File: config.mk
export PLATFORM = sky130hd
export DESIGN_NAME = div_ratio_ctrl
export DESIGN_NICKNAME = d
export VERILOG_FILES = /design/src/rtl/div_ratio_ctrl.sv
export SDC_FILE = /design/constraint.sdc
export NUM_CORES = 1
export LEC_CHECK = 0
export CAP_MARGIN = 20
export CORE_MARGIN = 5
export CORE_UTILIZATION = 55
export DETAILED_ROUTE_END_ITERATION = 7
export HOLD_SLACK_MARGIN = 0.1
export MAX_ROUTING_LAYER = met4
export PLACE_DENSITY_LB_ADDON = 0.05
export SETUP_SLACK_MARGIN = 0.3
export SKIP_CTS_REPAIR_TIMING = 1
export SLEW_MARGIN = 30
export SYNTH_ARGS = -nofsm -noshare
export SYNTH_HDL_FRONTEND = slang
export SYNTH_SLANG_ARGS = --single-unit
File: constraint.sdc
create_clock -name clk -period 3.8 [get_ports clk]
set_input_delay 0.76 -clock clk [delete_from_list [all_inputs] [get_ports clk]]
set_output_delay 0.76 -clock clk [all_outputs]
set_load 0.1 [all_outputs]
File: src/rtl/div_ratio_ctrl.sv
`default_nettype none
// ============================================================================
//  Module   : div_ratio_ctrl
//  Purpose  : Run-time controller for one programmable divide-by-N
//             clock-enable path. Handles start/stop, ratio changes that take
//             effect only at period boundaries, a near-50% duty output and a
//             per-period tick.
//  Ports    : clk        - clock, all logic on rising edge
//             rst        - synchronous reset, active-low
//             run        - 1 = divide, 0 = stop at end of current period
//             cfg_valid  - new divisor request valid
//             cfg_div    - requested divisor N
//             cfg_ready  - request can be accepted (valid & ready = accepted)
//             out        - divided output, registered
//             tick       - 1-cycle pulse in the last cycle of each period
//             count      - position in the current period, 0..N-1
//             busy       - controller is dividing (not idle)
//             err        - 1-cycle pulse: request rejected (N < MIN_DIV)
//  Revision : 1.0 - initial release
// ============================================================================
module div_ratio_ctrl #(
    parameter int CNT_W   = 7,
    parameter int DEF_DIV = 12,
    parameter int MIN_DIV = 2
) (
    input  logic             clk,
    input  logic             rst,
    input  logic             run,
    input  logic             cfg_valid,
    input  logic [CNT_W-1:0] cfg_div,
    output logic             cfg_ready,
    output logic             out,
    output logic             tick,
    output logic [CNT_W-1:0] count,
    output logic             busy,
    output logic             err
);

    typedef enum logic [1:0] {
        IDLE  = 2'd0,
        RUN   = 2'd1,
        DRAIN = 2'd2
    } state_t;

    localparam logic [CNT_W-1:0] c_DEF_DIV = CNT_W'(DEF_DIV);
    localparam logic [CNT_W-1:0] c_MIN_DIV = CNT_W'(MIN_DIV);
    localparam logic [CNT_W-1:0] c_ONE     = CNT_W'(1);

    state_t           r_state;
    logic [CNT_W-1:0] r_div;
    logic [CNT_W-1:0] r_count;
    logic             r_out;
    logic             r_err;
    logic             r_pend;
    logic [CNT_W-1:0] r_pdiv;

    state_t           w_state_n;
    logic [CNT_W-1:0] w_div_n;
    logic [CNT_W-1:0] w_count_n;
    logic             w_out_n;
    logic             w_err_n;
    logic             w_pend_n;
    logic [CNT_W-1:0] w_pdiv_n;

    logic             w_busy;
    logic             w_last;
    logic             w_wrap;
    logic             w_acc;
    logic             w_bad;
    logic [CNT_W-1:0] w_count_inc;
    logic [CNT_W:0]   w_high;

    assign w_busy      = (r_state != IDLE);
    assign w_last      = (r_count == (r_div - c_ONE));
    assign w_wrap      = w_busy & w_last;
    assign w_acc       = cfg_valid & ~r_pend;
    assign w_bad       = (cfg_div < c_MIN_DIV);
    assign w_count_inc = r_count + c_ONE;
    // High-phase length H = ceil(N/2); one extra bit so N=127 cannot overflow.
    assign w_high      = ({1'b0, r_div} + {{CNT_W{1'b0}}, 1'b1}) >> 1;

    always_comb begin
        w_state_n = r_state;
        w_div_n   = r_div;
        w_count_n = r_count;
        w_out_n   = r_out;
        w_err_n   = w_acc & w_bad;
        w_pend_n  = r_pend;
        w_pdiv_n  = r_pdiv;

        // Divisor update: a held request lands at the wrap; a fresh legal
        // request lands immediately when idle or on the wrap itself, and is
        // parked otherwise so the running period is never disturbed.
        if (w_wrap && r_pend) begin
            w_div_n  = r_pdiv;
            w_pend_n = 1'b0;
        end
        if (w_acc && !w_bad) begin
            if (!w_busy || w_wrap) begin
                w_div_n = cfg_div;
            end else begin
                w_pend_n = 1'b1;
                w_pdiv_n = cfg_div;
            end
        end

        case (r_state)
            IDLE: begin
                w_count_n = '0;
                w_out_n   = 1'b0;
                if (run) begin
                    w_state_n = RUN;
                    w_out_n   = 1'b1;
                end
            end
            RUN, DRAIN: begin
                if (w_last) begin
                    w_count_n = '0;
                    if (run) begin
                        w_state_n = RUN;
                        // Count 0 always lies in the high phase (H >= 1).
                        w_out_n   = 1'b1;
                    end else begin
                        w_state_n = IDLE;
                        w_out_n   = 1'b0;
                    end
                end else begin
                    w_count_n = w_count_inc;
                    w_out_n   = ({1'b0, w_count_inc} < w_high);
                    w_state_n = run ? RUN : DRAIN;
                end
            end
            default: begin
                w_state_n = IDLE;
                w_count_n = '0;
                w_out_n   = 1'b0;
            end
        endcase
    end

    always_ff @(posedge clk) begin
        if (!rst) begin
            r_state <= IDLE;
            r_div   <= c_DEF_DIV;
            r_count <= '0;
            r_out   <= 1'b0;
            r_err   <= 1'b0;
            r_pend  <= 1'b0;
            r_pdiv  <= c_DEF_DIV;
        end else begin
            r_state <= w_state_n;
            r_div   <= w_div_n;
            r_count <= w_count_n;
            r_out   <= w_out_n;
            r_err   <= w_err_n;
            r_pend  <= w_pend_n;
            r_pdiv  <= w_pdiv_n;
        end
    end

    assign cfg_ready = ~r_pend;
    assign out       = r_out;
    assign tick      = w_wrap;
    assign count     = r_count;
    assign busy      = w_busy;
    assign err       = r_err;

endmodule
`default_nettype wire

==> flow_summary.yaml <==
setup_path:
  cp.arrival_ps: 2540
  setup.worst_path.start_class: "register"
  r2r_cells: 8
  crit_path_max_fanout: 16
  r2r-start: "r_div[1]"
  cp-end-kind: "primary output"
  reg2reg_slack_ps: 1360
  cp.required_ps: 3040
  r2r-end: "r_div[4]"
  crit_type: "reg -> out"
cells_and_area:
  final_layout_size_suffix_gt1_frac: 0.08676
  final_cell_mix: "dfxtp_1, clkdlybuf4s50_1, nand3_1"
  layout_commonest_cell: "dfxtp_1"
  num-nets-final: 242
  syn_to_final_growth_pct: 15.50
  num_antenna_cells: 0
placed_design:
  portBuffers: 22
  place_congestion: 0.9052
  hpwl_um: 3225
die:
  core_mm2: 0.003078
  rows: 20
  die_y_um: 66.96
  io_pins: 23
  die-area_mm2: 0.004483
  die_w_um: 66.96
  start_util: 0.5797
yosys:
  synth_top_flop_cell: "dfxtp_1"
  syn_area_mm2: 0.001784
  ys_ff_latch: 26
  synth_seq_area_share: 0.2917
  yosys_warnings: 0
  synth-edff-count: 0
  synth_fp_nets: 225
  syn_inst: 203
  synth_cell_types: 46
  syn_area_per_cell_um2: 8.789
  async_flop_share: 0
route:
  dr_total_vias: 1571
  dr.pass1.iters: 4
  vias_per_cell: 5.973
  drcViolationCount: 0
  drt-initial-drc-count: 128
  avgRoutedWirePerCell_um: 15.75
  final_antenna_net_count: 0
  drt-total-wl_um: 4141
power:
  switching_share: 0.3488
  powerDensity_mw_per_mm2: 308.5
  intPower_uw: 414.0
  power_frac_clock: 0.228
  p_comb_frac: 0.277
  p_switching_uw: 221.8
  ir_worst_vdd_v: 0.0002374
  p_seq_frac: 0.495
  total_power_uw: 635.8
  p_leak_uw: 0.0007883
flow_run:
  drv_cap: 0
clock_network:
  clock-root-buffer: "clkbuf_4"
  h-tree-depth: 1
  clock_latency_ps: 330
  cts_tree: "built"
  cts.sinks: 26
  cts_buffer_depth: 2
  path_clk_slew_ps: 150
  numCtsBuffers: 3
global_route:
  antenna_found_initial: 0
  grt_max_degree: 17
  grt_usage: 0.2052
  grt_pass1_vias: 1418
  grt_pass1_wl_um: 6900
  grt_overflow: 0
hold_path:
  whs_path_depth: 2
  holdCritPathClass: "reg -> reg"
  hold_end: "r_pdiv[5]"
  min_from: "r_pdiv[5]"
sta:
  max-slew-margin-rel: 0.3512
  min_period_ps: 3296
  skew_ps: 3.979
  timing_worst_slew_pin_value_ps: 970.1
  setup_viol_count_final: 0
  period_share: 0.8675
  fin_setup_tns_ps: 0
  rsz0062_at_grt: "false"
  maxSlewViolCount: 0
  fmax_mhz: 303.4
  holdWs_ps: 487.6
  finalHoldViolCount: 0
status:
  outcome: "finished clean"
## sequential cells by signal, indices dropped and copies added (netlist names)
name     cells
count        7
r_pdiv       7
r_state      2
r_div        7
out          1
err          1
r_pend       1
## metrics by stage
step / instances / utilization / worst slack (ps) / instance area (um2)
2_1_floorplan: 203 / - / 387.3 / 1793
3_3_place_gp: 259 / 0.6537 / 737.8 / 2012
3_5_place_dp: 259 / 0.6537 / 673.8 / 2012
4_1_cts: 263 / 0.6654 / 273.3 / 2048
5_1_grt: 263 / 0.6695 / 327.7 / 2061
6_report: 263 / 0.6695 / 503.6 / 2061
## logic make-up after synthesis
logic type	share of synthesized area
and+or+nand+nor	0.2139
AOI/OAI and AO/OA	0.2398
xor gates and xnor gates	0.08345
muxes	0.03927
adders and majority gates	0.07714
buffers and inverters	0.05470
DFF	0.2917
## worst max-delay path, stage by stage (launching register included)
cell	delay, ps
dfxtp_2	490
inv_1	70
ha_1	260
o21bai_1	180
a2111o_1	470
o211ai_4	140
o211ai_4	230
nor2_4	180
buf_12	190
## synth_stat cells (2+ instances only)
| cell type | number | area (um2) |
|---|---|---|
| clkbuf_1 | 3 | 11.26 |
| nand3_1 | 19 | 95.09 |
| a211oi_1 | 12 | 90.09 |
| and3_1 | 2 | 12.51 |
| nand2_1 | 5 | 18.77 |
| xor2_1 | 8 | 70.07 |
| o21ai_0 | 11 | 55.05 |
| o211a_1 | 2 | 20.02 |
| o211ai_4 | 2 | 42.54 |
| xnor2_1 | 9 | 78.83 |
| or3_1 | 2 | 12.51 |
| dfxtp_1 | 26 | 520.5 |
| nand4_1 | 5 | 31.28 |
| nor3_1 | 5 | 25.02 |
| nand2b_1 | 4 | 25.02 |
| buf_2 | 4 | 20.02 |
| a21oi_1 | 8 | 40.04 |
| mux2i_1 | 7 | 70.07 |
| and2_1 | 2 | 12.51 |
| inv_1 | 8 | 30.03 |
| ha_1 | 11 | 137.6 |
| nor2_1 | 15 | 56.30 |
| a2bb2oi_1 | 2 | 17.52 |
| nor2b_1 | 8 | 50.05 |
| o21a_1 | 2 | 15.01 |
## layout make-up
| type | count | area [um2] |
|---|---|---|
| Clock buffer | 4 | 36.28 |
| Fill cell | 263 | 1017 |
| Inverter | 9 | 33.78 |
| Multi-Input combinational cell | 158 | 1181 |
| Sequential cell | 26 | 526.8 |
| Tap cell | 44 | 55.05 |
| Timing Repair Buffer | 22 | 227.7 |
## how the worst max path moves through the flow
stage	depth (start not counted)	from	end	slack [ps]
after detailed placement	8	r_div[0]	tick	670
after global routing	8	r_div[1]	tick	330
after CTS	8	r_div[0]	tick	270
final	8	r_div[1]	tick	500
after floorplan	6	count[6]	tick	390
after global placement	8	r_div[0]	tick	740
## routing by layer
metal	up-vias	routed length [um]	track usage
met1	737	1903	0.2739
li1	774	-	-
met5	-	0	-
met2	54	1965	0.3255
met4	0	43	0.04810
met3	6	228	0.03204
## power groups by stage
stage                     Clock [uW]  Sequential, uW  Combinational [uW]
after floorplan                    0             317                 134
after global placement             0             318                 170
after detailed placement           0             319                 174
after CTS                        147             313                 175
after global routing             161             318                 189
final                            145             314                 176
Power figures use the tool's default switching activity.
==> RTL edit 1: new RTL, same flow settings <==
Register the input `cfg_div` before use, cleared by the reset. The logic sees it one clock later. The other inputs are not delayed to match.
--- a/src/rtl/div_ratio_ctrl.sv
+++ b/src/rtl/div_ratio_ctrl.sv
@@ -46,6 +46,16 @@
     localparam logic [CNT_W-1:0] c_MIN_DIV = CNT_W'(MIN_DIV);
     localparam logic [CNT_W-1:0] c_ONE     = CNT_W'(1);
 
+    logic [CNT_W-1:0] cfg_div_q;
+
+    always_ff @(posedge clk) begin
+        if (!rst) begin
+            cfg_div_q <= '0;
+        end else begin
+            cfg_div_q <= cfg_div;
+        end
+    end
+
     state_t           r_state;
     logic [CNT_W-1:0] r_div;
     logic [CNT_W-1:0] r_count;
@@ -74,7 +84,7 @@
     assign w_last      = (r_count == (r_div - c_ONE));
     assign w_wrap      = w_busy & w_last;
     assign w_acc       = cfg_valid & ~r_pend;
-    assign w_bad       = (cfg_div < c_MIN_DIV);
+    assign w_bad       = (cfg_div_q < c_MIN_DIV);
     assign w_count_inc = r_count + c_ONE;
     // High-phase length H = ceil(N/2); one extra bit so N=127 cannot overflow.
     assign w_high      = ({1'b0, r_div} + {{CNT_W{1'b0}}, 1'b1}) >> 1;
@@ -97,10 +107,10 @@
         end
         if (w_acc && !w_bad) begin
             if (!w_busy || w_wrap) begin
-                w_div_n = cfg_div;
+                w_div_n = cfg_div_q;
             end else begin
                 w_pend_n = 1'b1;
-                w_pdiv_n = cfg_div;
+                w_pdiv_n = cfg_div_q;
             end
         end
 
Formal check against the unedited RTL: not equivalent (a bounded check fails within 4 cycles, from zero or initial values and one cycle with rst low).
==> RTL edit 1 against the original RTL <==
Worst setup slack got worse by 46 ps. Die area is 4.3% higher. Non-clock buffer count increased by 1. Design area grew 4.7%. Register-to-register slack got worse by 400 ps. Routed wire length increased by 0.48%. Sequential cell count rose by 7. Worst hold slack worse by 7.1 ps. Total power rose by 18%. Utilization down 1.8 points. Area after synthesis rose by 5.1%.
==> RTL edit 1: results (changes against the original RTL) <==
outcome: "complete, no violations"  # unchanged
vias_per_cell: 5.842  # was 5.973
final.min_clock_period_ps: 3343  # was 3296 ps
grt_start_max_net_pins: 26  # was 17
inverters_excl_clock: 8  # was 9
netSwitchingFraction_pct: 31.27  # was 34.88%
synth_compound_area_share_pct: 21.41  # was 23.98%
ys_top_cells_by_count: "sky130_fd_sc_hd__dfxtp_1 (33), sky130_fd_sc_hd__nand3_1 (25), sky130_fd_sc_hd__o21ai_0 (14), sky130_fd_sc_hd__nor2_1 (13), sky130_fd_sc_hd__ha_1 (11)"  # was sky130_fd_sc_hd__dfxtp_1 (26), sky130_fd_sc_hd__nand3_1 (19), sky130_fd_sc_hd__nor2_1 (15), sky130_fd_sc_hd__a211oi_1 (12)
final_layout_size_suffix_gt1_share_pct: 7.759  # was 8.676%
finish.net_count: 254  # was 242
timing.max_slew.rel_slack_pct: 34.56  # was 35.12%
clkSlewWorstSetupHoldPaths_ps: 90  # was 150 ps
grt_pass1_wl_mm: 6.948  # was 6.900 mm
cp_slowest_cell: "sky130_fd_sc_hd__nor4b_1"  # was sky130_fd_sc_hd__dfxtp_2
p_leak_nw: 0.7557  # was 0.7883 nW
vdd_ir_drop_max_uv: 226.8  # was 237.4 uV
fillCellCount: 295  # was 263
synth_xor_xnor_area_share_pct: 7.939  # was 8.345%
seq_power_share_pct: 52.4  # was 49.5%
layout.clock.cell_area_share_pct: 2.552  # was 1.761%
multi_input_cells: 161  # was 158
buffers: 23  # was 22
worst_ep_arrival_time_ps: 2580  # was 2540 ps
post-place-ws_ps: 857.5  # was 673.8 ps
route.detailed.wl_per_inst_um: 14.97  # was 15.75 um
dp.final_hpwl_mm: 3.184  # was 3.225 mm
min_from: "cfg_div_q[0]"  # was r_pdiv[5]
buffer_area_share_pct: 10.90  # was 11.05%
finalClockSkew_ps: 4.046  # was 3.979 ps
initialDrtViolationCount: 89  # was 128
synth.yosys.seq_area_share_pct: 35.22  # was 29.17%
yosys_register_bits: 33  # was 26
timing.reg2reg.setup_slack_ps: 960  # was 1360 ps
critical_path_maximum_fanout: 12  # was 16
cts_buffers: 5  # was 3
synthTopCellsByArea: "sky130_fd_sc_hd__dfxtp_1 (35%), sky130_fd_sc_hd__ha_1 (7.3%), sky130_fd_sc_hd__nand3_1 (6.7%), sky130_fd_sc_hd__xnor2_1 (4.7%), sky130_fd_sc_hd__o21ai_0 (3.7%)"  # was sky130_fd_sc_hd__dfxtp_1 (29%), sky130_fd_sc_hd__ha_1 (7.7%), sky130_fd_sc_hd__nand3_1 (5.3%), sky130_fd_sc_hd__a211oi_1 (5.0%), sky130_fd_sc_hd__xnor2_1 (4.4%)
gpl.final_weighted_congestion: 0.8826  # was 0.9052
clock_buffer_count: 7  # was 4
yosys.area_share.adder_pct: 7.338  # was 7.714%
r2r-start: "r_div[0]"  # was r_div[1]
## RTL edit 1: cell count changes after synthesis, sizes merged, moves of 4 or more
cell | before | now
dfxtp | 26 | 33
mux2i | 7 | 0
a211oi | 13 | 7
nand3 | 19 | 25
o21ai | 12 | 18
a311oi | 0 | 5
and2 | 2 | 7
clkbuf | 4 | 8
nand4 | 5 | 1
## RTL edit 1: layer usage
| layer | track usage (%) | part of all wire (%) | up-vias |
|---|---|---|---|
| met2 | 35.16 | 51 | 56 |
| met3 | 5.090 | 5.3 | 9 |
| li1 | - | - | 817 |
| met1 | 20.72 | 42 | 742 |
| met5 | - | 0 | - |
| met4 | 10.67 | 2.1 | 0 |
## RTL edit 1: per-stage QoR
stage	cells	instance area, sq um	power (mW)	util (%)	hold WS [ps]
final	278	2157	0.7472	65.16	480.5
after global routing	278	2157	0.7902	65.16	504.3
after CTS	278	2157	0.7529	65.16	476.5
after detailed placement	271	2102	0.5594	63.49	461.6
after global placement	271	2102	0.5537	63.49	466.1
after floorplan	216	1884	0.5199	-	443.5
==> RTL edit 2: new RTL, same settings <==
Without the edit above. Change the parameter `DEF_DIV` from 12 to 8.
--- a/src/rtl/div_ratio_ctrl.sv
+++ b/src/rtl/div_ratio_ctrl.sv
@@ -20,7 +20,7 @@
 // ============================================================================
 module div_ratio_ctrl #(
     parameter int CNT_W   = 7,
-    parameter int DEF_DIV = 12,
+    parameter int DEF_DIV = 8,
     parameter int MIN_DIV = 2
 ) (
     input  logic             clk,
Check against the original RTL: not equivalent (a bounded check fails within 10 cycles, from zero or initial values and one cycle with rst low).
==> RTL edit 2 against the original RTL <==
Clock power down 21%. Total power down 7.5%. Area after synthesis down 6.2%. Register-to-register slack worse by 180 ps. Final cell count down 4.9%. Worst hold slack better by 1.8 ps. First-iteration DRC count down 42%. Sequential cell count unchanged. Design area down 6.0%. Critical path type unchanged. Clock skew up 4.4 ps. Worst setup slack worse by 49 ps. Routed wire length down 13%.
==> RTL edit 2: results (changes against the original RTL) <==
outcome: "complete, no violations"  # unchanged
grt_util_met1_pct: 22.84  # was 27.39%
vdd_ir_drop_max_uv: 175.0  # was 237.4 uV
post-place-ws_ps: 499.4  # was 673.8 ps
finish.cell_count_without_fillers: 250  # was 263
grt_use_met3_pct: 2.735  # was 3.204%
final.hold.worst_slack_ps: 489.4  # was 487.6 ps
max_stage_delay_ps: 460  # was 490 ps
detailroute.via_count: 1499  # was 1,571
finalClockSkew_ps: 8.427  # was 3.979 ps
grt_pass1_wl_mm: 6.334  # was 6.900 mm
detailed_place.area_sq_um: 1898  # was 2012 sq um
dp.final_hpwl_mm: 2.838  # was 3.225 mm
final_critical_path_setup_slack_ps: 454.5  # was 503.6 ps
worst_pin_slew_ps: 967.5  # was 970.1 ps
grt_start_max_net_pins: 26  # was 17
met2_usage_pct: 33.25  # was 32.55%
seq_power_share_pct: 52.8  # was 49.5%
post_syn_nets: 222  # was 225
setup.worst_path.start: "r_div[0]"  # was r_div[1]
cell_count_after_synthesis: 200  # was 203
worst_hold_path_ep: "r_pdiv[2]"  # was r_pdiv[5]
finish.net_count: 241  # was 242
ys_top_cells_by_count: "sky130_fd_sc_hd__dfxtp_1 (26), sky130_fd_sc_hd__nand3_1 (18), sky130_fd_sc_hd__o21ai_0 (18), sky130_fd_sc_hd__nand2_1 (14), sky130_fd_sc_hd__ha_1 (11)"  # was sky130_fd_sc_hd__dfxtp_1 (26), sky130_fd_sc_hd__nand3_1 (19), sky130_fd_sc_hd__nor2_1 (15), sky130_fd_sc_hd__a211oi_1 (12)
worst_ep_arrival_time_ps: 2590  # was 2540 ps
route.detailed.wl_per_inst_um: 14.48  # was 15.75 um
initialDrtViolationCount: 74  # was 128
final_layout_size_suffix_gt1_share_pct: 6.452  # was 8.676%
die_w_um: 65.17  # was 66.96 um
pg_clk_uw: 114  # was 145 uW
critical_path_maximum_fanout: 25  # was 16
post_synth_num_cell_types: 43  # was 46
first_global_vias: 1444  # was 1,418
-- RTL edit 2: cell types whose count changed in the layout (fill, tap and decap cells not counted), sizes merged, moves of 4 or more --
cell,before,now
a2111oi,0,4
nor2,15,10
nand2,5,14
a211oi,13,9
o21ai,12,18
a311oi,0,6
mux2i,7,1
-- RTL edit 2: layout make-up --
class / count / area share, %
Sequential cell: 26 / 27.18
Tap cell: 33 / 2.130
Multi-Input combinational cell: 156 / 55.84
Inverter: 10 / 1.937
Clock buffer: 3 / 1.162
Timing Repair Buffer: 22 / 11.75
-- RTL edit 2: logic make-up after synthesis --
group / Yosys count / synth area share [%]
adders and majority gates: 11 / 8.221
and+or+nand+nor: 69 / 21.15
AOI/OAI and AO/OA: 58 / 24.59
buffers and inverters: 18 / 5.455
muxes: 1 / 0.5979
xor gates and xnor gates: 17 / 8.894
DFF: 26 / 31.09
-- RTL edit 2: metal layers --
metal	share of wire, %	up-vias
li1	-	767
met1	45	695
met2	51	35
met3	4.1	2
met4	0.50	0
met5	0	-
